[src/rtl/uart_tx_arbiter.sv]
// Round-robin arbiter sharing one uart_transmitter among NUM_REQ byte producers.
// Latches the winner's byte plus its 9th bit, tracks busy through one frame, then acks or errs.

module uart_tx_arb_frame #(
    parameter int PARITY_MODE = 0
) (
    input  logic [7:0] data_in,
    output logic [8:0] frame
);
    logic bit8;

    always_comb begin
        case (PARITY_MODE)
            0:       bit8 = ^data_in;
            1:       bit8 = ~^data_in;
            default: bit8 = 1'b1;
        endcase
        frame = {bit8, data_in};
    end
endmodule

module uart_tx_arbiter #(
    parameter int NUM_REQ      = 4,
    parameter int PARITY_MODE  = 0,
    parameter int BUSY_TIMEOUT = 1023
) (
    input  logic                       clk,
    input  logic                       l_ready_reset,
    input  logic [NUM_REQ-1:0]         req,
    input  logic [8*NUM_REQ-1:0]       req_data,
    output logic [NUM_REQ-1:0]         ack,
    output logic [NUM_REQ-1:0]         err,
    output logic [8:0]                 tx_data,
    output logic                       tx_send,
    input  logic                       tx_busy,
    output logic [$clog2(NUM_REQ)-1:0] owner,
    output logic                       active
);
    localparam int OW = $clog2(NUM_REQ);
    localparam int CW = (BUSY_TIMEOUT > 1) ? $clog2(BUSY_TIMEOUT + 1) : 1;

    typedef enum logic [1:0] {IDLE, SEND, WAIT, DONE} state_t;

    state_t                      state, state_nxt;
    logic [CW-1:0]               cnt;
    logic [NUM_REQ-1:0][8:0]     frame;
    logic [OW-1:0]               winner;
    logic [OW-1:0]               cand;
    logic                        found;
    logic                        timeout;

    // Each requester's framed word is ready before arbitration, so the grant edge just muxes.
    for (genvar i = 0; i < NUM_REQ; i++) begin : g_frame
        uart_tx_arb_frame #(.PARITY_MODE(PARITY_MODE)) u_frame (
            .data_in (req_data[8*i +: 8]),
            .frame   (frame[i])
        );
    end

    // Rotating search from owner+1 so the last-served requester ends up lowest priority.
    always_comb begin
        winner = owner;
        cand   = owner;
        found  = 1'b0;
        for (int k = 0; k < NUM_REQ; k++) begin
            cand = (cand == OW'(NUM_REQ - 1)) ? '0 : cand + OW'(1);
            if (!found && req[cand]) begin
                winner = cand;
                found  = 1'b1;
            end
        end
    end

    assign timeout = (state == SEND) && !tx_busy && (cnt == CW'(BUSY_TIMEOUT - 1));

    always_ff @(posedge clk or posedge l_ready_reset) begin
        if (l_ready_reset) state <= IDLE;
        else               state <= state_nxt;
    end

    always_comb begin
        state_nxt = state;
        case (state)
            IDLE: if (found) state_nxt = SEND;
            SEND: begin
                if (tx_busy)      state_nxt = WAIT;
                else if (timeout) state_nxt = IDLE;
            end
            WAIT: if (!tx_busy) state_nxt = DONE;
            DONE: state_nxt = IDLE;
            default: state_nxt = IDLE;
        endcase
    end

    always_ff @(posedge clk or posedge l_ready_reset) begin
        if (l_ready_reset) begin
            owner   <= OW'(NUM_REQ - 1);
            tx_data <= '0;
            cnt     <= '0;
            err     <= '0;
        end else begin
            err <= '0;
            if (timeout) err[owner] <= 1'b1;
            if (state == IDLE && found) begin
                owner   <= winner;
                tx_data <= frame[winner];
                cnt     <= '0;
            end else if (state == SEND && !tx_busy && !timeout) begin
                cnt <= cnt + CW'(1);
            end
        end
    end

    always_comb begin
        ack = '0;
        if (state == DONE) ack[owner] = 1'b1;
    end

    assign tx_send = (state == SEND);
    assign active  = (state != IDLE);
endmodule

[config.mk]
export PLATFORM = sky130hd
export DESIGN_NAME = uart_tx_arbiter
export DESIGN_NICKNAME = d
export VERILOG_FILES = /design/src/rtl/uart_tx_arbiter.sv
export SDC_FILE = /design/constraint.sdc
export NUM_CORES = 1
export LEC_CHECK = 0
export BUFFER_PORTS_ARGS = -buffer_cell sky130_fd_sc_hd__buf_4
export CORE_MARGIN = 5
export CORE_UTILIZATION = 52
export CTS_CLUSTER_SIZE = 25
export DETAILED_ROUTE_END_ITERATION = 12
export PLACE_DENSITY = 0.8
export SLEW_MARGIN = 20
export SYNTH_ARGS = -nofsm -noshare
export SYNTH_HDL_FRONTEND = slang
export SYNTH_SLANG_ARGS = --single-unit
[constraint.sdc]
create_clock -name clk -period 3.58 [get_ports clk]
set_input_delay 0.358 -clock clk [delete_from_list [all_inputs] [get_ports clk]]
set_output_delay 0.358 -clock clk [all_outputs]
set_load 0.005 [all_outputs]
==> results by group, run 1 <==
STA
  – Portion of the clock cycle consumed by the worst path in the final layout: 0.858
  – TNS Setup: 0 ps
  – Fmax: ~0.33 GHz
  – Final count of negative-setup-slack endpoints: 0
  – Slew margin rel.: 0.628
  – Total count of hold-check failures in the final report: 0
  – Unrepaired setup endpoints after global routing: false
  – Least-Margin Pin Slew: 558 ps
  – Final worst path period need: approximately 3100 ps
  – Largest clock skew in the final design: 3.55 ps
  – Number of max-slew violations in the final report: 0

Die
  – Overall die height: 72.6 microns
  – Core Area: 3720 sq um
  – Number of primary I/O pins: 60
  – DIE AREA: 5270 sq um
  – Die outline width: 72.6 microns
  – Initial standard-cell utilization of the core: 0.548
  – Number of rows in the core area: 22

Finish
  – Final core utilization: 0.678
  – Most common library cell in the layout ignoring fill and taps: buf_4
  – Most used cells in the layout excluding fill and tap cells: buf_4, xnor2_1, dfrtp_1
  – Number of fill cells in the layout: 306
  – Area grow syn2layout: 23.8%
  – Antenna cells: 0
  – Layout cell share with drive strength beyond 1: 0.279
  – Number of nets in the layout: ~310
  – Layout Cells excl Fill: 313
  – Total non-filler cell area in the finished layout: 2520 sq um

Logic synthesis
  – Leading register cell type out of synthesis: dfrtp_1
  – Per-instance average area after synthesis: about 9.6 sq um
  – Register bit total from synthesis: 27
  – Synthesis Warnings: 0
  – Post-Synthesis Cells: roughly 210
  – Post-synthesis instance area: 2040 sq um
  – Sequential element share of the synthesized area: 0.333
  – Post-synthesis async set-or-reset flop share: 1.00
  – Net count of the mapped netlist: 257
  – Number of synthesized flops with an enable pin: 0
  – Cell variety after synth: 48

Drt
  – First-pass detailed-route iteration total: 4
  – Final wirelength: around 4700 microns
  – Routed length per placed instance: 14.9 microns
  – Final routed DRC violation total: 0
  – Routed vias: 1,754
  – Iter 0 DRT Violations: 73
  – Count of nets left with antenna violations after detail routing: 0
  – Vias/cell: 5.60

Critical path
  – Max Fanout on Critical Path: 17
  – Critical path class: register to register
  – Number of cells on the worst reg-to-reg path: 8
  – Slowest-stage cell, CP: dfstp_2
  – Crit Reg-Reg Startpoint: owner[0]
  – Critical Path Start Type: register
  – Worst path max stage delay: 650 ps
  – Setup slack of the worst register-to-register path: around 500 ps
  – Family of cells with the greatest summed delay on the critical path: compound AO/OA/AOI/OAI gates
  – RR Endpoint: tx_data[8]
  – Cells traversed along the worst timing path: inv_1 > ha_1 > or4b_1 > a21boi_1 > o32ai_4 > and2_4 > a2111oi_0 > a221o_1
  – Signal arrival time at the worst endpoint: approximately 3300 ps
  – Endpoint kind of the worst setup timing path: register
  – Worst endpoint required time: 3800 ps
  – Number of buffers and inverters on the critical path: 1
  – Launching element of the worst setup path: owner[0]
  – Path length in cells of the critical path: 8

Pwr
  – Power density cells: between 700 and 800 nW/um^2
  – Peak VDD IR: roughly 0.37 mV
  – Static leakage: 1.18 nW

Global routing
  – Antenna violations before repair: 0
  – Total track usage: 0.178
  – First-pass GRT wire length: 7620 microns
  – Total congestion overflow: 0
  – Number of global-route vias before repair: 1,677
  – Maximum number of pins on one net before global-route repair: 28

CTS
  – # clock sinks: 27
  – Buffers inserted by post-CTS timing repair: 0
  – Clock transition at path regs: 100 ps
  – Count of hold-fix buffers inserted at cts: 0
  – TritonCTS clock tree: built
  – Buffer levels on the longest clock path: 2
  – Skew-Pair Late Insertion Delay: 270 ps
  – Number of buffers added by the clock tree synthesis step: 3
  – Post-CTS resize count: 0
  – Total number of H-tree levels: 1
  – Clk Tree Root Cell: clkbuf_8

Placed design
  – RePlAce Congestion: approximately 0.85
  – Instance count after placement with tap cells included: 309
  – Buffers added on ports: 59
  – Post-detail-place hpwl: 3680 microns
  – Placement Cell Area: 2470 sq um

Run status
  – Status: finished clean

Flow run
  – Maxcap violations: 0

Min path
  – Class of the tightest hold or removal check: input pin to async pin
worst register-to-register path, stage by stage, from the launching register on:
cell	delay [ps]
dfstp_2	650
inv_1	110
ha_1	550
or4b_1	490
a21boi_1	230
o32ai_4	140
and2_4	270
a2111oi_0	410
a221o_1	170
logic make-up after synthesis:
kind of cell               count (synthesis)  synth area share
buffers and inverters                     18            0.0498
AOI/OAI and AO/OA                         41             0.152
xor gates and xnor gates                  35             0.151
DFF                                       27             0.333
and+or+nand+nor                           68             0.179
adders and majority gates                  6            0.0369
muxes                                     17            0.0977
layout make-up:
| cell class | instances | area (sq um) | area share |
|---|---|---|---|
| Tap cell | 48 | 60.1 | 0.0238 |
| Sequential cell | 27 | 678 | 0.269 |
| Inverter | 7 | 26.3 | 0.0104 |
| Timing Repair Buffer | 60 | 450 | 0.179 |
| Clock inverter | 1 | 7.51 | 0.00298 |
| Multi-Input combinational cell | 167 | 1260 | 0.499 |
| Clock buffer | 3 | 41.3 | 0.0164 |
routing by layer:
metal	wire, microns	share of wire	global-route usage
met5	0	0	0
met4	71	0.015	0.0512
met3	296	0.063	0.0317
met2	2180	0.47	0.291
met1	2110	0.45	0.241
registers in the layout, summed over array words and instances (netlist names), named ones only:
name,flops
tx_data,9
owner,2
err,4
state,1
cnt,10
cells in the mapped netlist (7+ instances only):
cell | instances | area (sq um)
a21oi_1 | 7 | 35.0
clkbuf_1 | 8 | 30.0
dfrtp_1 | 25 | 626
inv_1 | 7 | 26.3
mux2i_1 | 15 | 150
nand2_1 | 18 | 67.6
nor2_1 | 10 | 37.5
o221ai_1 | 7 | 61.3
xnor2_1 | 27 | 236
xor2_1 | 8 | 70.1
worst max-delay path by stage:
stage | to | slack, ps
2_1_floorplan | tx_data[8] | 830
3_3_place_gp | tx_data[8] | 650
3_5_place_dp | tx_data[8] | 530
4_1_cts | tx_data[8] | 500
5_1_grt | tx_data[7] | 330
6_report | tx_data[8] | 510
metrics by stage:
| stage | power (mW) | hold WS, ps | setup WS (ps) |
|---|---|---|---|
| 3_3_place_gp | 1.60 | 482 | 650 |
| 6_report | 1.80 | 132 | 507 |
| 4_1_cts | 1.80 | 305 | 498 |
| 3_5_place_dp | 1.62 | 489 | 528 |
| 5_1_grt | 1.93 | 191 | 326 |
| 2_1_floorplan | 1.39 | 409 | 830 |
report_power, final:
| part | leakage [nW] | switching [mW] | internal, mW |
|---|---|---|---|
| logic | 0.813 | 0.581 | 0.548 |
| clock network | 0.0217 | 0.0974 | 0.0789 |
| registers | 0.349 | 0.0904 | 0.401 |
(Power assumes the default switching activity.)
==> inputs of run 2 (changes only) <==
--- a/config.mk
+++ b/config.mk
@@ -6,12 +6,12 @@
 export NUM_CORES = 1
 export LEC_CHECK = 0
 export BUFFER_PORTS_ARGS = -buffer_cell sky130_fd_sc_hd__buf_4
-export CORE_MARGIN = 5
-export CORE_UTILIZATION = 52
+export CORE_UTILIZATION = 55
 export CTS_CLUSTER_SIZE = 25
 export DETAILED_ROUTE_END_ITERATION = 12
-export PLACE_DENSITY = 0.8
+export PLACE_DENSITY = 0.81
 export SLEW_MARGIN = 20
 export SYNTH_ARGS = -nofsm -noshare
 export SYNTH_HDL_FRONTEND = slang
+export SYNTH_HIERARCHICAL = 1
 export SYNTH_SLANG_ARGS = --single-unit
==> run 2 against run 1 <==
Effect of this change:
- critical path depth up 1
- worst hold slack gained 51 ps
- fmax shrank 0.84%
- non-clock buffer count up 2
- synthesized cell count grew 43%
- flip-flop and latch count unchanged
==> results by group, run 2 <==
Logic synthesis
  – Most instantiated cells after synthesis: buf_4, dfrtp_1, xnor2_1, nor2_1, inv_1
  – Post-synthesis instance area: around 2800 sq um
  – Per-instance average area after synthesis: 9.11 sq um
  – Count leader, synth: buf_4
  – Leading post-synthesis cells by cell area: dfrtp_1, buf_4, xnor2_1, a2111oi_2, nor4_2
  – Dominant cell type by area after synthesis: dfrtp_1
  – Net count of the mapped netlist: 348
  – Register bit total from synthesis: 27
  – Sequential element share of the synthesized area: 0.246
  – Post-Synthesis Cells: 303
  – Cell variety after synth: 58
  – Synthesis Warnings: 6
  – Number of synthesized flops with an enable pin: 0
  – Post-synthesis async set-or-reset flop share: 1.00
  – Area share of the largest cell type after synthesis: 0.227
  – Leading register cell type out of synthesis: dfrtp_1

STA
  – Fmax: 0.323 GHz
  – Final worst path period need: 3100 ps
  – Portion of the clock cycle consumed by the worst path in the final layout: 0.866
  – Final count of negative-setup-slack endpoints: 0
  – Smallest setup slack after layout: ~480 ps
  – Worst hold margin: 183 ps
  – Number of max-slew violations in the final report: 0
  – Slew margin rel.: 0.354
  – Least-Margin Pin Slew: 963 ps
  – Largest clock skew in the final design: 4.84 ps
  – Total count of hold-check failures in the final report: 0
  – TNS Setup: 0 ps
  – Unrepaired setup endpoints after global routing: false

Drt
  – Total met2 wirelength after detailed routing: 2580 microns
  – Vias/cell: 5.54
  – Detailed-route wire length on metal 1: 2450 microns
  – Uppermost layer routed: met4
  – Final wirelength: 5480 microns
  – Final routed DRC violation total: 0
  – Amount of wire on met3 after detailed routing: between 300 and 400 microns
  – Iter 0 DRT Violations: between 150 and 200
  – Routed vias: approximately 2,100
  – Count of nets left with antenna violations after detail routing: 0
  – Routed length per placed instance: 14.5 microns
  – First-pass detailed-route iteration total: 4

Finish
  – Regs by FF count: cnt x10, tx_data x9, err x4
  – Total non-filler cell area in the finished layout: 2930 sq um
  – Largest register by flop count: cnt
  – Antenna cells: 0
  – Number of nets in the layout: 358
  – Number of fill cells in the layout: 430
  – Most common library cell in the layout ignoring fill and taps: buf_4
  – Most used cells in the layout excluding fill and tap cells: buf_4, xnor2_1, dfrtp_1
  – Layout cell share with drive strength beyond 1: 0.333
  – Area occupied by multi-input gates: 1590 sq um
  – Final core utilization: 0.611
  – Max FFs per register: 10
  – Area grow syn2layout: 6.03%
  – Register area: about 680 sq um

Pwr
  – Static leakage: 1.20 nW
  – Cell-internal power: 1.16 mW
  – Seq pwr share: 0.216
  – Power density cells: ~770 nW/um^2
  – Part of the power in the clock network: 0.075
  – Peak VDD IR: 0.568 mV
  – Switching Share: 0.487
  – Portion of total power attributed to combinational logic: 0.709
  – Power dissipated by switching net loads: roughly 1.1 mW

Global routing
  – Total track usage: 0.218
  – First-pass GRT wire length: 9070 microns
  – Total congestion overflow: 0
  – Maximum number of pins on one net before global-route repair: 28
  – Antenna violations before repair: 0
  – Number of global-route vias before repair: a little under 2,000

Critical path
  – Max Fanout on Critical Path: 17
  – Cells traversed along the worst timing path: inv_1 > ha_1 > buf_4 > nor3_1 > o21ai_0 > and3b_4 > a21o_4 > a2111oi_2 > nor4_2
  – Endpoint kind of the worst setup timing path: register
  – Number of buffers and inverters on the critical path: 2
  – Critical path class: register to register
  – Signal arrival time at the worst endpoint: 3250 ps
  – Critical Path Start Type: register
  – Worst path max stage delay: 680 ps
  – Slowest-stage cell, CP: dfstp_2
  – Family of cells with the greatest summed delay on the critical path: compound AO/OA/AOI/OAI gates
  – Worst endpoint required time: around 3700 ps

Die
  – Number of rows in the core area: 25
  – Number of primary I/O pins: 60
  – DIE AREA: around 5300 sq um
  – Die outline width: 72.8 microns
  – Initial standard-cell utilization of the core: 0.576
  – Core Area: 4790 sq um
  – Overall die height: 72.8 microns

CTS
  – TritonCTS clock tree: built
  – Buffers inserted by post-CTS timing repair: 0
  – Buffer levels on the longest clock path: 2
  – Skew-Pair Late Insertion Delay: 270 ps
  – Post-CTS resize count: 0
  – Total number of H-tree levels: 1
  – Count of hold-fix buffers inserted at cts: 0
  – Clk Tree Root Cell: clkbuf_8
  – Number of buffers added by the clock tree synthesis step: 3
  – Clock transition at path regs: 90 ps
  – # clock sinks: 27

Placed design
  – Post-detail-place hpwl: between 4000 and 5000 microns
  – Pre-CTS setup slack: ~530 ps
  – Placement Cell Area: 2880 sq um
  – Buffers added on ports: 59
  – RePlAce Congestion: 0.855

Run status
  – Status: finished clean

Min path
  – Class of the tightest hold or removal check: input pin to async pin

Flow run
  – Maxcap violations: 0
run 2: worst paths after layout:
path / start / endpoint / slack (ps) / depth (start not counted)
worst max-delay path: owner[0] / tx_data[7] / 480 / 9
worst min-delay path: l_ready_reset / tx_data[0] / 180 / 2
worst max register to register: owner[0] / tx_data[7] / 480 / 9
worst min register to register: owner[1] / owner[1] / 520 / 2
max in group asynchronous: l_ready_reset / err[1] / 2950 / 2
min in group clk: tx_busy / register / 330 / 3
run 2: logic make-up (layout without fill, tap and decap cells):
family,after synthesis,after routing,share of synthesized area
mux,1,1,0.00816
fa+ha+maj,6,6,0.0272
flops,27,27,0.246
compound gates,59,59,0.208
buf+inv,74,83,0.179
simple gates,101,101,0.221
xor+xnor,35,35,0.111
run 2: worst register-to-register path, stage by stage, from the launching register on:
cell and delay (ps):
dfstp_2 680, inv_1 100, ha_1 340, buf_4 200
nor3_1 270, o21ai_0 200, and3b_4 300, a21o_4 320
a2111oi_2 480, nor4_2 100
run 2: area by class of cell:
type,count,share of cell area
clock buffer,4,0.0154
tap,67,0.0287
multi-input combinational,202,0.543
sequential,27,0.232
timing repair buffer,62,0.159
inverter,17,0.0218
run 2: power by group through the flow:
stage	Sequential, mW	Combinational, mW	Clock (mW)
final	0.488	1.60	0.170
after global routing	0.501	1.75	0.191
after CTS	0.487	1.60	0.175
after floorplan	0.470	1.42	0
after detailed placement	0.493	1.60	0
after global placement	0.488	1.57	0
run 2: metrics by stage:
step / std cells / total power, mW
2_1_floorplan: 303 / 1.89
3_3_place_gp: 375 / 2.05
3_5_place_dp: 375 / 2.09
4_1_cts: 379 / 2.26
5_1_grt: 379 / 2.44
6_report: 379 / 2.26
run 2: routing by layer:
metal / up-vias / global-route usage
met1: 953 / 0.319
li1: 1064 / -
met3: 4 / 0.0304
met2: 78 / 0.333
met4: 0 / 0.0632
met5: - / 0
==> inputs of run 3 (changes only) <==
--- a/config.mk
+++ b/config.mk
@@ -5,7 +5,7 @@
 export SDC_FILE = /design/constraint.sdc
 export NUM_CORES = 1
 export LEC_CHECK = 0
-export BUFFER_PORTS_ARGS = -buffer_cell sky130_fd_sc_hd__buf_4
+export BUFFER_PORTS_ARGS = -buffer_cell sky130_fd_sc_hd__buf_2
 export CORE_UTILIZATION = 55
 export CTS_CLUSTER_SIZE = 25
 export DETAILED_ROUTE_END_ITERATION = 12
==> run 3 against run 2 <==
Effect of this change:
- worst hold slack got worse by 22 ps
- total power decreased by 2.0%
- first-iteration DRC count down 2.2%
- critical endpoint is now tx_data[3]
- fmax is 1.5% higher
- routed wire length increased by 1.9%
- cell area down 5.0%
- largest cell class unchanged
- via count grew 4.1%
- non-clock buffer count is the same
- final cell count is the same
- clock power about the same
==> results by group, run 3 (synthesis gave the netlist of run 2 again) <==
Run status
  – Status: finished clean

Drt
  – Routed length per placed instance: 14.7 microns
  – Final wirelength: 5580 microns
  – Count of nets left with antenna violations after detail routing: 0
  – Final routed DRC violation total: 0
  – Routed vias: 2,185
  – Vias/cell: 5.77
  – First-pass detailed-route iteration total: 4
  – Iter 0 DRT Violations: ~180

Placed design
  – Post-detail-place hpwl: 4300 microns
  – Instance count after placement with tap cells included: 375
  – RePlAce Congestion: 0.885
  – Placement Cell Area: 2730 sq um
  – Buffers added on ports: 59

Die
  – Initial standard-cell utilization of the core: 0.576
  – Die outline width: 72.8 microns
  – Number of rows in the core area: 25
  – Overall die height: 72.8 microns
  – Core Area: 4790 sq um
  – DIE AREA: 5300 sq um
  – Number of primary I/O pins: 60

STA
  – Fmax: roughly 0.33 GHz
  – Number of max-slew violations in the final report: 0
  – Unrepaired setup endpoints after global routing: false
  – Slew margin rel.: 0.367
  – Worst hold margin: 161 ps
  – Largest clock skew in the final design: 7.89 ps
  – Portion of the clock cycle consumed by the worst path in the final layout: 0.853
  – Least-Margin Pin Slew: 943 ps
  – TNS Setup: 0 ps
  – Total count of hold-check failures in the final report: 0
  – Final worst path period need: 3050 ps
  – Final count of negative-setup-slack endpoints: 0

Finish
  – Layout cell share with drive strength beyond 1: 0.337
  – Area grow syn2layout: 0.726%
  – Layout Cells excl Fill: 379
  – Final core utilization: 0.581
  – Antenna cells: 0
  – Regs by FF count: cnt x10, tx_data x9, err x4
  – Max FFs per register: 10
  – Most common library cell in the layout ignoring fill and taps: buf_2
  – Number of nets in the layout: 358
  – Largest register by flop count: cnt
  – Total non-filler cell area in the finished layout: 2780 sq um
  – Most used cells in the layout excluding fill and tap cells: buf_2, xnor2_1, dfrtp_1

CTS
  – Count of hold-fix buffers inserted at cts: 0
  – Buffer levels on the longest clock path: 2
  – Post-CTS resize count: 0
  – Total number of H-tree levels: 1
  – # clock sinks: 27
  – Clock transition at path regs: 90 ps
  – Buffers inserted by post-CTS timing repair: 0
  – Skew-Pair Late Insertion Delay: between 200 and 300 ps
  – Clk Tree Root Cell: clkbuf_8
  – TritonCTS clock tree: built
  – Number of buffers added by the clock tree synthesis step: 3

Pwr
  – Part of the power in the clock network: 0.078
  – Power density cells: 797 nW/um^2
  – Portion of total power attributed to combinational logic: 0.702
  – Cell-internal power: 1.10 mW
  – Power dissipated by switching net loads: 1.11 mW
  – Static leakage: 1.16 nW
  – Switching Share: 0.501
  – Seq pwr share: 0.220
  – Peak VDD IR: 0.661 mV

Global routing
  – Maximum number of pins on one net before global-route repair: 28
  – Total congestion overflow: 0
  – Antenna violations before repair: 0
  – Total track usage: 0.218
  – Number of global-route vias before repair: between 1,500 and 2,000
  – First-pass GRT wire length: 9110 microns

Critical path
  – Signal arrival time at the worst endpoint: roughly 3200 ps
  – Critical Path Start Type: register
  – Crit Reg-Reg Startpoint: owner[0]
  – Worst endpoint required time: 3740 ps
  – Max Fanout on Critical Path: 17
  – Number of cells on the worst reg-to-reg path: 9
  – Critical path class: register to register
  – RR Endpoint: tx_data[3]
  – Setup slack of the worst register-to-register path: 530 ps
  – Endpoint kind of the worst setup timing path: register

Min path
  – Class of the tightest hold or removal check: input pin to async pin

Flow run
  – Maxcap violations: 0
-- run 3: layout make-up --
| cell class | instances | area [sq um] |
|---|---|---|
| Clock buffer | 3 | 41.3 |
| Timing Repair Buffer | 62 | 318 |
| Sequential cell | 27 | 678 |
| Inverter | 17 | 63.8 |
| Tap cell | 67 | 83.8 |
| Fill cell | 434 | 2010 |
| Clock inverter | 1 | 5.00 |
| Multi-Input combinational cell | 202 | 1590 |
-- run 3: routing by layer --
| metal | vias up | share of wire | GRT usage |
|---|---|---|---|
| met2 | 68 | 0.47 | 0.353 |
| met1 | 1046 | 0.48 | 0.315 |
| met5 | - | 0 | 0 |
| li1 | 1066 | - | - |
| met3 | 5 | 0.043 | 0.0207 |
| met4 | 0 | 0.0072 | 0.0523 |
-- run 3: power by group through the flow --
| stage | Clock [mW] | Combinational (mW) | Sequential (mW) |
|---|---|---|---|
| finish | 0.173 | 1.55 | 0.488 |
| CTS | 0.177 | 1.55 | 0.485 |
| global placement | 0 | 1.51 | 0.486 |
| floorplan | 0 | 1.42 | 0.470 |
| detailed placement | 0 | 1.54 | 0.491 |
| global route | 0.189 | 1.69 | 0.506 |
-- run 3: worst max-delay path, stage by stage (launching register included) --
cell and delay [ps]:
dfstp_2 690, inv_1 100, ha_1 340, buf_4 210
nor3_1 240, o21ai_0 190, and3b_4 300, a21o_4 310
a2111oi_2 450, nor4_2 100
-- run 3: worst max-delay path by stage --
| stage | startpoint | to | slack (ps) | cells after the start |
|---|---|---|---|---|
| after floorplan | owner[0] | tx_data[0] | 820 | 10 |
| after global placement | owner[0] | tx_data[0] | 650 | 9 |
| after detailed placement | owner[0] | tx_data[3] | 540 | 9 |
| after CTS | owner[0] | tx_data[3] | 510 | 9 |
| after global routing | owner[0] | tx_data[1] | 320 | 9 |
| final | owner[0] | tx_data[3] | 530 | 9 |
-- run 3: per-stage QoR --
stage	power (mW)	setup slack [ps]
2_1_floorplan	1.89	823
3_3_place_gp	1.99	647
3_5_place_dp	2.03	538
4_1_cts	2.21	515
5_1_grt	2.38	315
6_report	2.22	528
